===== config.mk =====
export PLATFORM = sky130hd
export DESIGN_NAME = id_scoreboard_flat
export DESIGN_NICKNAME = d
export VERILOG_FILES = /design/src/rtl/id_scoreboard_if.sv /design/src/rtl/id_scoreboard.sv /design/src/flat_wrapper.sv
export SDC_FILE = /design/constraint.sdc
export NUM_CORES = 1
export LEC_CHECK = 0
export CAP_MARGIN = 20
export CORE_MARGIN = 3
export CORE_UTILIZATION = 30
export DETAILED_ROUTE_END_ITERATION = 8
export GPL_TIMING_DRIVEN = 0
export PLACE_DENSITY_LB_ADDON = 0.15
export SLEW_MARGIN = 20
export SYNTH_ARGS = -nofsm -noshare
export SYNTH_HDL_FRONTEND = slang
export SYNTH_SLANG_ARGS = --single-unit

===== constraint.sdc =====
create_clock -name clk -period 5.45 [get_ports clk]
set_clock_uncertainty 0.1 [all_clocks]
set_input_delay 1.09 -clock clk [delete_from_list [all_inputs] [get_ports clk]]
set_output_delay 1.09 -clock clk [all_outputs]
set_load 0.05 [all_outputs]

===== src/rtl/id_scoreboard_if.sv =====
// ID-stage scoreboard bus: issue-side request, retire strobe, and the hazard/issue/busy results.
// The pipeline side drives through master; the scoreboard sits on slave.
interface id_scoreboard_if #(
  parameter int NREG = 15
);
  logic            id_valid;
  logic [3:0]      src1;
  logic [3:0]      src2;
  logic            src1_used;
  logic            src2_used;
  logic            id_wb_en;
  logic [3:0]      id_dst;
  logic            freeze;
  logic            flush;
  logic            wb_en;
  logic [3:0]      wb_dst;
  logic            hazard;
  logic            issue;
  logic [NREG-1:0] busy_map;
  logic            overflow_err;
  logic            underflow_err;

  modport master (
    output id_valid, src1, src2, src1_used, src2_used, id_wb_en, id_dst,
           freeze, flush, wb_en, wb_dst,
    input  hazard, issue, busy_map, overflow_err, underflow_err
  );

  modport slave (
    input  id_valid, src1, src2, src1_used, src2_used, id_wb_en, id_dst,
           freeze, flush, wb_en, wb_dst,
    output hazard, issue, busy_map, overflow_err, underflow_err
  );
endinterface


===== src/rtl/id_scoreboard.sv =====
// Pending-write scoreboard for R0..R14: per-register in-flight writer counters with retire bypass.
// Define SCOREBOARD_ERR_EN to get sticky overflow/underflow flags; otherwise they read 0.
module id_scoreboard #(
  parameter int NREG = 15,
  parameter int CW   = 2
) (
  input  logic           clk,
  input  logic           rst,
  id_scoreboard_if.slave bus
);

  localparam logic [CW-1:0] CNT_MAX  = '1;
  localparam logic [CW-1:0] CNT_ZERO = '0;
  localparam logic [CW-1:0] CNT_ONE  = CW'(1);

  logic [CW-1:0] count_q [NREG];
  logic [CW-1:0] count_d [NREG];

  logic [NREG-1:0] busy_eff;
  logic [NREG-1:0] sat_hit;
  logic [NREG-1:0] floor_hit;
  logic [15:0]     busy_pad;
  logic            src1_busy;
  logic            src2_busy;
  logic            hazard;
  logic            issue;

  // R15 lives in the top pad bit and is therefore never busy.
  always_comb begin
    busy_pad             = '0;
    busy_pad[NREG-1:0]   = busy_eff;
  end

  always_comb begin
    src1_busy = bus.src1_used & busy_pad[bus.src1];
    src2_busy = bus.src2_used & busy_pad[bus.src2];
    hazard    = bus.id_valid & ~bus.flush & (src1_busy | src2_busy);
    issue     = bus.id_valid & ~hazard & ~bus.freeze & ~bus.flush;
  end

  assign bus.hazard = hazard;
  assign bus.issue  = issue;

  generate
    for (genvar gi = 0; gi < NREG; gi++) begin : g_reg
      localparam logic [3:0] REG_ID = 4'(gi);

      logic inc;
      logic dec;
      logic at_max;
      logic at_zero;

      assign inc     = issue & bus.id_wb_en & (bus.id_dst == REG_ID);
      assign dec     = bus.wb_en & (bus.wb_dst == REG_ID);
      assign at_max  = (count_q[gi] == CNT_MAX);
      assign at_zero = (count_q[gi] == CNT_ZERO);

      // A last writer retiring this cycle is already visible through the negedge register-file write.
      assign busy_eff[gi]     = ~at_zero & ~((count_q[gi] == CNT_ONE) & dec);
      assign sat_hit[gi]      = inc & ~dec & at_max;
      assign floor_hit[gi]    = dec & ~inc & at_zero;
      assign bus.busy_map[gi] = ~at_zero;

      always_comb begin
        count_d[gi] = count_q[gi];
        if (inc && !dec && !at_max) begin
          count_d[gi] = count_q[gi] + CNT_ONE;
        end else if (dec && !inc && !at_zero) begin
          count_d[gi] = count_q[gi] - CNT_ONE;
        end
      end

      always_ff @(posedge clk or posedge rst) begin
        if (rst) begin
          count_q[gi] <= '0;
        end else begin
          count_q[gi] <= count_d[gi];
        end
      end
    end
  endgenerate

`ifdef SCOREBOARD_ERR_EN
  logic overflow_q;
  logic overflow_d;
  logic underflow_q;
  logic underflow_d;

  always_comb begin
    overflow_d  = overflow_q | (|sat_hit);
    underflow_d = underflow_q | (|floor_hit);
  end

  always_ff @(posedge clk or posedge rst) begin
    if (rst) begin
      overflow_q  <= 1'b0;
      underflow_q <= 1'b0;
    end else begin
      overflow_q  <= overflow_d;
      underflow_q <= underflow_d;
    end
  end

  assign bus.overflow_err  = overflow_q;
  assign bus.underflow_err = underflow_q;
`else
  // Saturation and floor still apply in the counters; only the reporting is dropped.
  logic unused_err;
  assign unused_err        = (|sat_hit) | (|floor_hit);
  assign bus.overflow_err  = 1'b0;
  assign bus.underflow_err = 1'b0;
`endif

endmodule


===== src/flat_wrapper.sv =====
// flat-port wrapper written by rule: the top's interface ports become plain ports
module id_scoreboard_flat 
#(
  parameter int NREG = 15,
  parameter int CW   = 2
)
  (clk, rst, bus_id_valid, bus_src1, bus_src2, bus_src1_used, bus_src2_used, bus_id_wb_en, bus_id_dst, bus_freeze, bus_flush, bus_wb_en, bus_wb_dst, bus_hazard, bus_issue, bus_busy_map, bus_overflow_err, bus_underflow_err);
  id_scoreboard_if #(.NREG(NREG)) bus_i ();
  input  logic clk;
  input  logic rst;
  input wire logic [$bits(bus_i.id_valid)-1:0] bus_id_valid;
  input wire logic [$bits(bus_i.src1)-1:0] bus_src1;
  input wire logic [$bits(bus_i.src2)-1:0] bus_src2;
  input wire logic [$bits(bus_i.src1_used)-1:0] bus_src1_used;
  input wire logic [$bits(bus_i.src2_used)-1:0] bus_src2_used;
  input wire logic [$bits(bus_i.id_wb_en)-1:0] bus_id_wb_en;
  input wire logic [$bits(bus_i.id_dst)-1:0] bus_id_dst;
  input wire logic [$bits(bus_i.freeze)-1:0] bus_freeze;
  input wire logic [$bits(bus_i.flush)-1:0] bus_flush;
  input wire logic [$bits(bus_i.wb_en)-1:0] bus_wb_en;
  input wire logic [$bits(bus_i.wb_dst)-1:0] bus_wb_dst;
  output wire logic [$bits(bus_i.hazard)-1:0] bus_hazard;
  output wire logic [$bits(bus_i.issue)-1:0] bus_issue;
  output wire logic [$bits(bus_i.busy_map)-1:0] bus_busy_map;
  output wire logic [$bits(bus_i.overflow_err)-1:0] bus_overflow_err;
  output wire logic [$bits(bus_i.underflow_err)-1:0] bus_underflow_err;
  assign bus_i.id_valid = bus_id_valid;
  assign bus_i.src1 = bus_src1;
  assign bus_i.src2 = bus_src2;
  assign bus_i.src1_used = bus_src1_used;
  assign bus_i.src2_used = bus_src2_used;
  assign bus_i.id_wb_en = bus_id_wb_en;
  assign bus_i.id_dst = bus_id_dst;
  assign bus_i.freeze = bus_freeze;
  assign bus_i.flush = bus_flush;
  assign bus_i.wb_en = bus_wb_en;
  assign bus_i.wb_dst = bus_wb_dst;
  assign bus_hazard = bus_i.hazard;
  assign bus_issue = bus_i.issue;
  assign bus_busy_map = bus_i.busy_map;
  assign bus_overflow_err = bus_i.overflow_err;
  assign bus_underflow_err = bus_i.underflow_err;
  id_scoreboard #(.NREG(NREG), .CW(CW)) u_core (.clk(clk), .rst(rst), .bus(bus_i));
endmodule

-- Word-level counts from Yosys, hierarchy flattened
Cells that the tools add are included.
- word-level logic and storage cells: 393
- memories: 0
- output and inout bits: 19
- bits in writable memories: 0
- bits in registers: 30
- latch bits: 0
- ROM bits: 0
- bits of input ports: 25
- $add $sub $neg: 30
- shift-type cells: 0
- multiplexer cells: 34
- $lt $le $gt $ge: 2
- reductions and logical operators: 152
- equal/unequal tests: 58
- divide/modulo/power cells: 0
- bitwise operators: 102
- multipliers: 0
- operators by type and width (cell ; number):
    $and A1 B1 Y1 ; 68
    $logic_and A1 B1 Y1 ; 60
    $logic_not A1 Y1 ; 60
    $mux W2 ; 30
    $eq A4 B4 Y1 const B ; 14
    $not A1 Y1 ; 33
    $eq A4 B3 Y1 const B ; 8
    $add A2 B1 Y2 const B ; 15
    $eq A2 B1 Y1 const B ; 15
    $eq A2 B2 Y1 const B ; 15
    $logic_not A2 Y1 ; 15
    $reduce_bool A2 Y1 ; 15
    $sub A2 B1 Y2 const B ; 15
    $eq A4 B2 Y1 const B ; 4
    $lt A4 B5 Y1 const B ; 2
    $bmux W1 S4 ; 2
    $eq A4 B1 Y1 const B ; 2
    $logic_not A4 Y1 ; 2
    $mux W1 ; 2
    $or A1 B1 Y1 ; 1

-- Longest topological paths before layout
- word-level depth: 21
- mapped depth: 12
- gate-level depth less buffers: 10

-- Worst setup path after synthesis
Ideal clock, no wire load.
- path type: input -> output
- start: in bus_wb_dst[1]
- end: out bus_issue
- path buffers: 2
- path slack: 0.574 ns
- stages: 8
- data required time: 4.260 ns
- arrival time: 3.686 ns
- path through: nor3b_1 > and2_1 > a211oi_1 > or4_4 > o21a_1 > buf_6 > clkbuf_1 > nor3_1
- longest elaborated chain between the ends: 14
- elaborated cells between the ends (all ways): 87
- classes of those cells: eq/ne (14); mux (4); bitwise (68); reduce/logical (1)
- ends and longest elaborated chain (item ; line ; RTL):
    start, declared ; flat_wrapper.sv:21 ; input wire logic [$bits(bus_i.wb_dst)-1:0] bus_wb_dst;
    $eq A4 B1 Y1, or another cell as far along ; id_scoreboard.sv:54 ; assign dec = bus.wb_en & (bus.wb_dst == REG_ID);
    $and A1 B1 Y1 ; id_scoreboard.sv:54 ;
    $and A1 B1 Y1 ; id_scoreboard.sv:59 ; assign busy_eff[gi] = ~at_zero & ~((count_q[gi] == CNT_ONE) & dec);
    $not A1 Y1 ; id_scoreboard.sv:59 ;
    $and A1 B1 Y1 ; id_scoreboard.sv:59 ;
    $bmux W1 S4 (on tied branches) ; id_scoreboard.sv:35, id_scoreboard.sv:36 ;
    $mux W1 (on tied branches) ; id_scoreboard.sv:35, id_scoreboard.sv:36 ;
    $and A1 B1 Y1 (on tied branches) ; id_scoreboard.sv:35, id_scoreboard.sv:36 ;
    $or A1 B1 Y1 * ; id_scoreboard.sv:37 ; hazard = bus.id_valid & ~bus.flush & (src1_busy | src2_busy);
    $and A1 B1 Y1 * ; id_scoreboard.sv:37 ;
    $not A1 Y1 * ; id_scoreboard.sv:38 ; issue = bus.id_valid & ~hazard & ~bus.freeze & ~bus.flush;
    $and A1 B1 Y1 * (3 in series) ; id_scoreboard.sv:38 ;
    end, declared ; flat_wrapper.sv:23 ; output wire logic [$bits(bus_i.issue)-1:0] bus_issue;
Mark *: on every way between the ends. The rest lies on a longest branch, timed or not. The select of a mux whose other input is x is not followed.

-- Worst setup path after layout
- start: in bus_wb_dst[2]
- end: out bus_issue
The elaborated chain is that of the path after synthesis.

==> insert_results.sql <==
INSERT INTO impl_metrics (metric_group, metric, value, unit) VALUES
('placement', 'dp_hpwl', '9130', 'µm'),
('timing', 'number_of_slew_limit_violations_in_the_final_report', '0', ''),
('power_and_ir_drop', 'pwr_density_cell', '459', 'nW/µm²'),
('timing', 'layout_min_cycle_time', '5.19', 'ns'),
('synth', 'ys_ff_latch', '30', ''),
('clocking', 'cts.root.buffer_cell', 'sky130_fd_sc_hd__clkbuf_16', ''),
('worst_setup_path', 'worstSetupEndpointType', 'primary output', ''),
('timing', 'timing.final.setup_violations', '0', ''),
('grt', 'grt_antenna_before_repair', '0', ''),
('timing', 'final_hold_fails', '0', ''),
('final_layout', 'antenna_cells', '0', ''),
('floorplan', 'design.portCount', '44', ''),
('synth', 'postSynth.asyncResetShare', '100', '%'),
('clocking', 'cts_max_path_buffers', '2', ''),
('synth', 'synth.lib_cells_used.distinct', '59', ''),
('worst_hold_path', 'min_path_cells', '1', ''),
('floorplan', 'die_area', '13500', 'µm²'),
('final_layout', 'stdcell_area', '4410', 'µm²'),
('worst_setup_path', 'crit_type', 'in -> out', ''),
('grt', 'via_count_of_the_first_global_routing_pass', '3543', ''),
('grt', 'globalRoute.totalOverflow', '0', ''),
('timing', 'period_share', '95.2', '%'),
('final_layout', 'num-fill-cells', '1230', ''),
('worst_setup_path', 'cp_slowest_cell', 'sky130_fd_sc_hd__clkdlybuf4s50_1', ''),
('timing', 'max-slew-margin-rel', '57.0', '%'),
('synth', 'synthesis.area', '3630', 'µm²'),
('worst_setup_path', 'startpoint', 'bus_wb_dst[2]', ''),
('final_layout', 'post_route_cells_drive_above_1_share', '6.35', '%'),
('drt', 'initialDrtViolationCount', '226', ''),
('drt', 'vias_per_cell', '5.58', ''),
('grt', 'total_routing_resource_utilization_after_global_routing', '17.9', '%'),
('synth', 'synth_sequential_area_ratio', '20.7', '%'),
('floorplan', 'initial_utilization', '31.3', '%'),
('final_layout', 'largest-register', 'u_core.count_q', ''),
('placement', 'port_buffers', '40', ''),
('timing', 'clock.fmax', '0.193', 'GHz'),
('worst_setup_path', 'critical_path_buf_inv_count', '5', ''),
('power_and_ir_drop', 'power_switching', '1010', 'µW'),
('synth', 'netlist_instances', '471', ''),
('final_layout', 'fin_cells', '663', ''),
('worst_hold_path', 'min_path_type', 'reg -> reg', ''),
('power_and_ir_drop', 'vdd_ir_drop_max', '213', 'µV'),
('final_layout', 'number_of_flip_flops_under_the_largest_register_name', '30', ''),
('placement', 'placedCellCount', '656', ''),
('placement', 'gp_routability_congestion', '0.904', ''),
('drt', 'detail_route.first_pass.iterations', '5', ''),
('drt', 'detail-route-antenna-nets', '0', ''),
('worst_setup_path', 'rr_startpoint', 'u_core.count_q[2]', ''),
('power_and_ir_drop', 'swShare', '50.0', '%'),
('final_layout', 'area.growth.synth_to_final', '21.5', '%'),
('power_and_ir_drop', 'total_power', '2020', 'µW'),
('floorplan', 'rows', '39', ''),
('clocking', 'clock_latency_on_the_worst_skew_pair', '0.30', 'ns'),
('synth', 'synth_top_flop_cell', 'sky130_fd_sc_hd__dfrtp_1', ''),
('placement', 'dpl_cell_area', '4240', 'µm²'),
('floorplan', 'dieWidth', '116', 'µm'),
('job', 'max_cap_violations', '0', ''),
('drt', 'routed_wl', '11600', 'µm'),
('worst_setup_path', 'worstReg2RegEnd', 'u_core.count_q[11]', ''),
('power_and_ir_drop', 'p_int', '1010', 'µW'),
('worst_setup_path', 'cp.depth', '11', ''),
('clocking', 'cts_tree', 'yes', ''),
('worst_setup_path', 'ff2ff_path_depth', '12', ''),
('drt', 'drt-wirelength-per-cell', '17.4', 'µm'),
('clocking', 'cts_max_level', '2', ''),
('drt', 'via_count', '3698', ''),
('status', 'run_status', 'finished, final reports clean', ''),
('power_and_ir_drop', 'leakage_power_figure', '0.00186', 'µW'),
('worst_setup_path', 'cp_data_arrival_time', '4.00', 'ns'),
('floorplan', 'die_height', '116', 'µm'),
('final_layout', 'design.final.nets', '589', '');
[worst min path at each step]
| stage | startpoint | to | slack, ns |
|---|---|---|---|
| after floorplan | u_core.count_q[0] | u_core.count_q[0] | 0.40 |
| after global placement | u_core.count_q[8] | u_core.count_q[8] | 0.42 |
| after detailed placement | u_core.count_q[8] | u_core.count_q[8] | 0.42 |
| after CTS | u_core.count_q[28] | u_core.count_q[28] | 0.43 |
| after global routing | u_core.count_q[12] | u_core.count_q[12] | 0.47 |
| final | u_core.count_q[28] | u_core.count_q[28] | 0.43 |
[kinds of logic after synthesis]
group           count (synthesis)  share of synthesized area [%]
compound gates                 90                           18.1
flops                          30                           20.7
simple gates                  193                           28.2
fa+ha+maj                      45                           15.5
buf+inv                        80                           9.13
xor+xnor                       15                           3.62
mux                            17                           4.72
other cells                     1                          0.103
[worst reg2reg max path, delay by kind of cell (launching register included)]
family | cells | cell delay [ns]
adder cells (fa/ha/maj) | 1 | 0.29
AO/OA/AOI/OAI | 5 | 0.96
flip-flops | 1 | 0.40
buffers and inverters | 3 | 0.89
AND/OR/NAND/NOR | 3 | 0.84
[what timing repair did]
action / in CTS / in global routing
pin swaps: 0 / 0
setup buffers: 0 / 0
resized for setup: 7 / 5
endpoints found under the setup margin: 1 / 2
hold buffers: 0 / 0
hold endpoints to repair: 0 / 0
[routing by layer]
metal	share of wire, %	vias to the layer above	GRT usage, %	routed length [µm]
li1	-	1793	-	-
met1	46	1774	23.6	5370
met2	45	113	28.7	5260
met3	5.8	18	3.86	671
met4	2.2	0	6.65	257
met5	0	-	0	0
[area by class of cell]
class	instances	area share, %
Multi-Input combinational cell	362	58.0
Sequential cell	30	17.0
Timing Repair Buffer	41	9.64
Inverter	53	4.51
Tap cell	143	4.05
Buffer	26	3.01
Clock buffer	6	2.92
Clock inverter	2	0.851
[power by group through the flow]
stage          clock, µW  sequential [µW]  combinational [µW]
2_1_floorplan          0              414                 893
3_3_place_gp           0              437                1240
3_5_place_dp           0              440                1260
4_1_cts              343              438                1270
5_1_grt              351              457                1390
6_report             331              437                1260
[per-stage QoR]
| step | TNS [ns] | setup slack, ns | utilization (%) |
|---|---|---|---|
| final | 0 | 0.261 | 38.0 |
| after global routing | 0 | 0.0596 | 38.0 |
| after CTS | 0 | 0.0627 | 38.0 |
| after detailed placement | -0.468 | -0.468 | 36.5 |
| after global placement | -0.506 | -0.506 | 36.3 |
| after floorplan | 0 | 0.574 | - |
[cells in the mapped netlist (all sizes together) (3+ instances only)]
cell | number | area (µm²)
inv | 53 | 199
ha | 45 | 563
nand2 | 39 | 146
nor2 | 33 | 124
dfrtp | 30 | 751
nor3 | 24 | 120
a21oi | 18 | 90.1
nand3 | 18 | 90.1
clkbuf | 16 | 60.1
mux2i | 16 | 160
nor4 | 15 | 93.8
xnor2 | 15 | 131
a31oi | 11 | 68.8
buf | 11 | 72.6
or4 | 11 | 86.3
or3 | 10 | 62.6
and2 | 9 | 58.8
a311oi | 8 | 70.1
nand2b | 8 | 50.1
o211ai | 7 | 52.6
o31a | 6 | 52.6
and3 | 5 | 31.3
nand3b | 5 | 37.5
o21ai | 5 | 25.0
a32oi | 4 | 35.0
a211oi | 3 | 22.5
a2bb2oi | 3 | 26.3
nand4 | 3 | 18.8
o22ai | 3 | 18.8
Power figures use the tool's default switching activity.
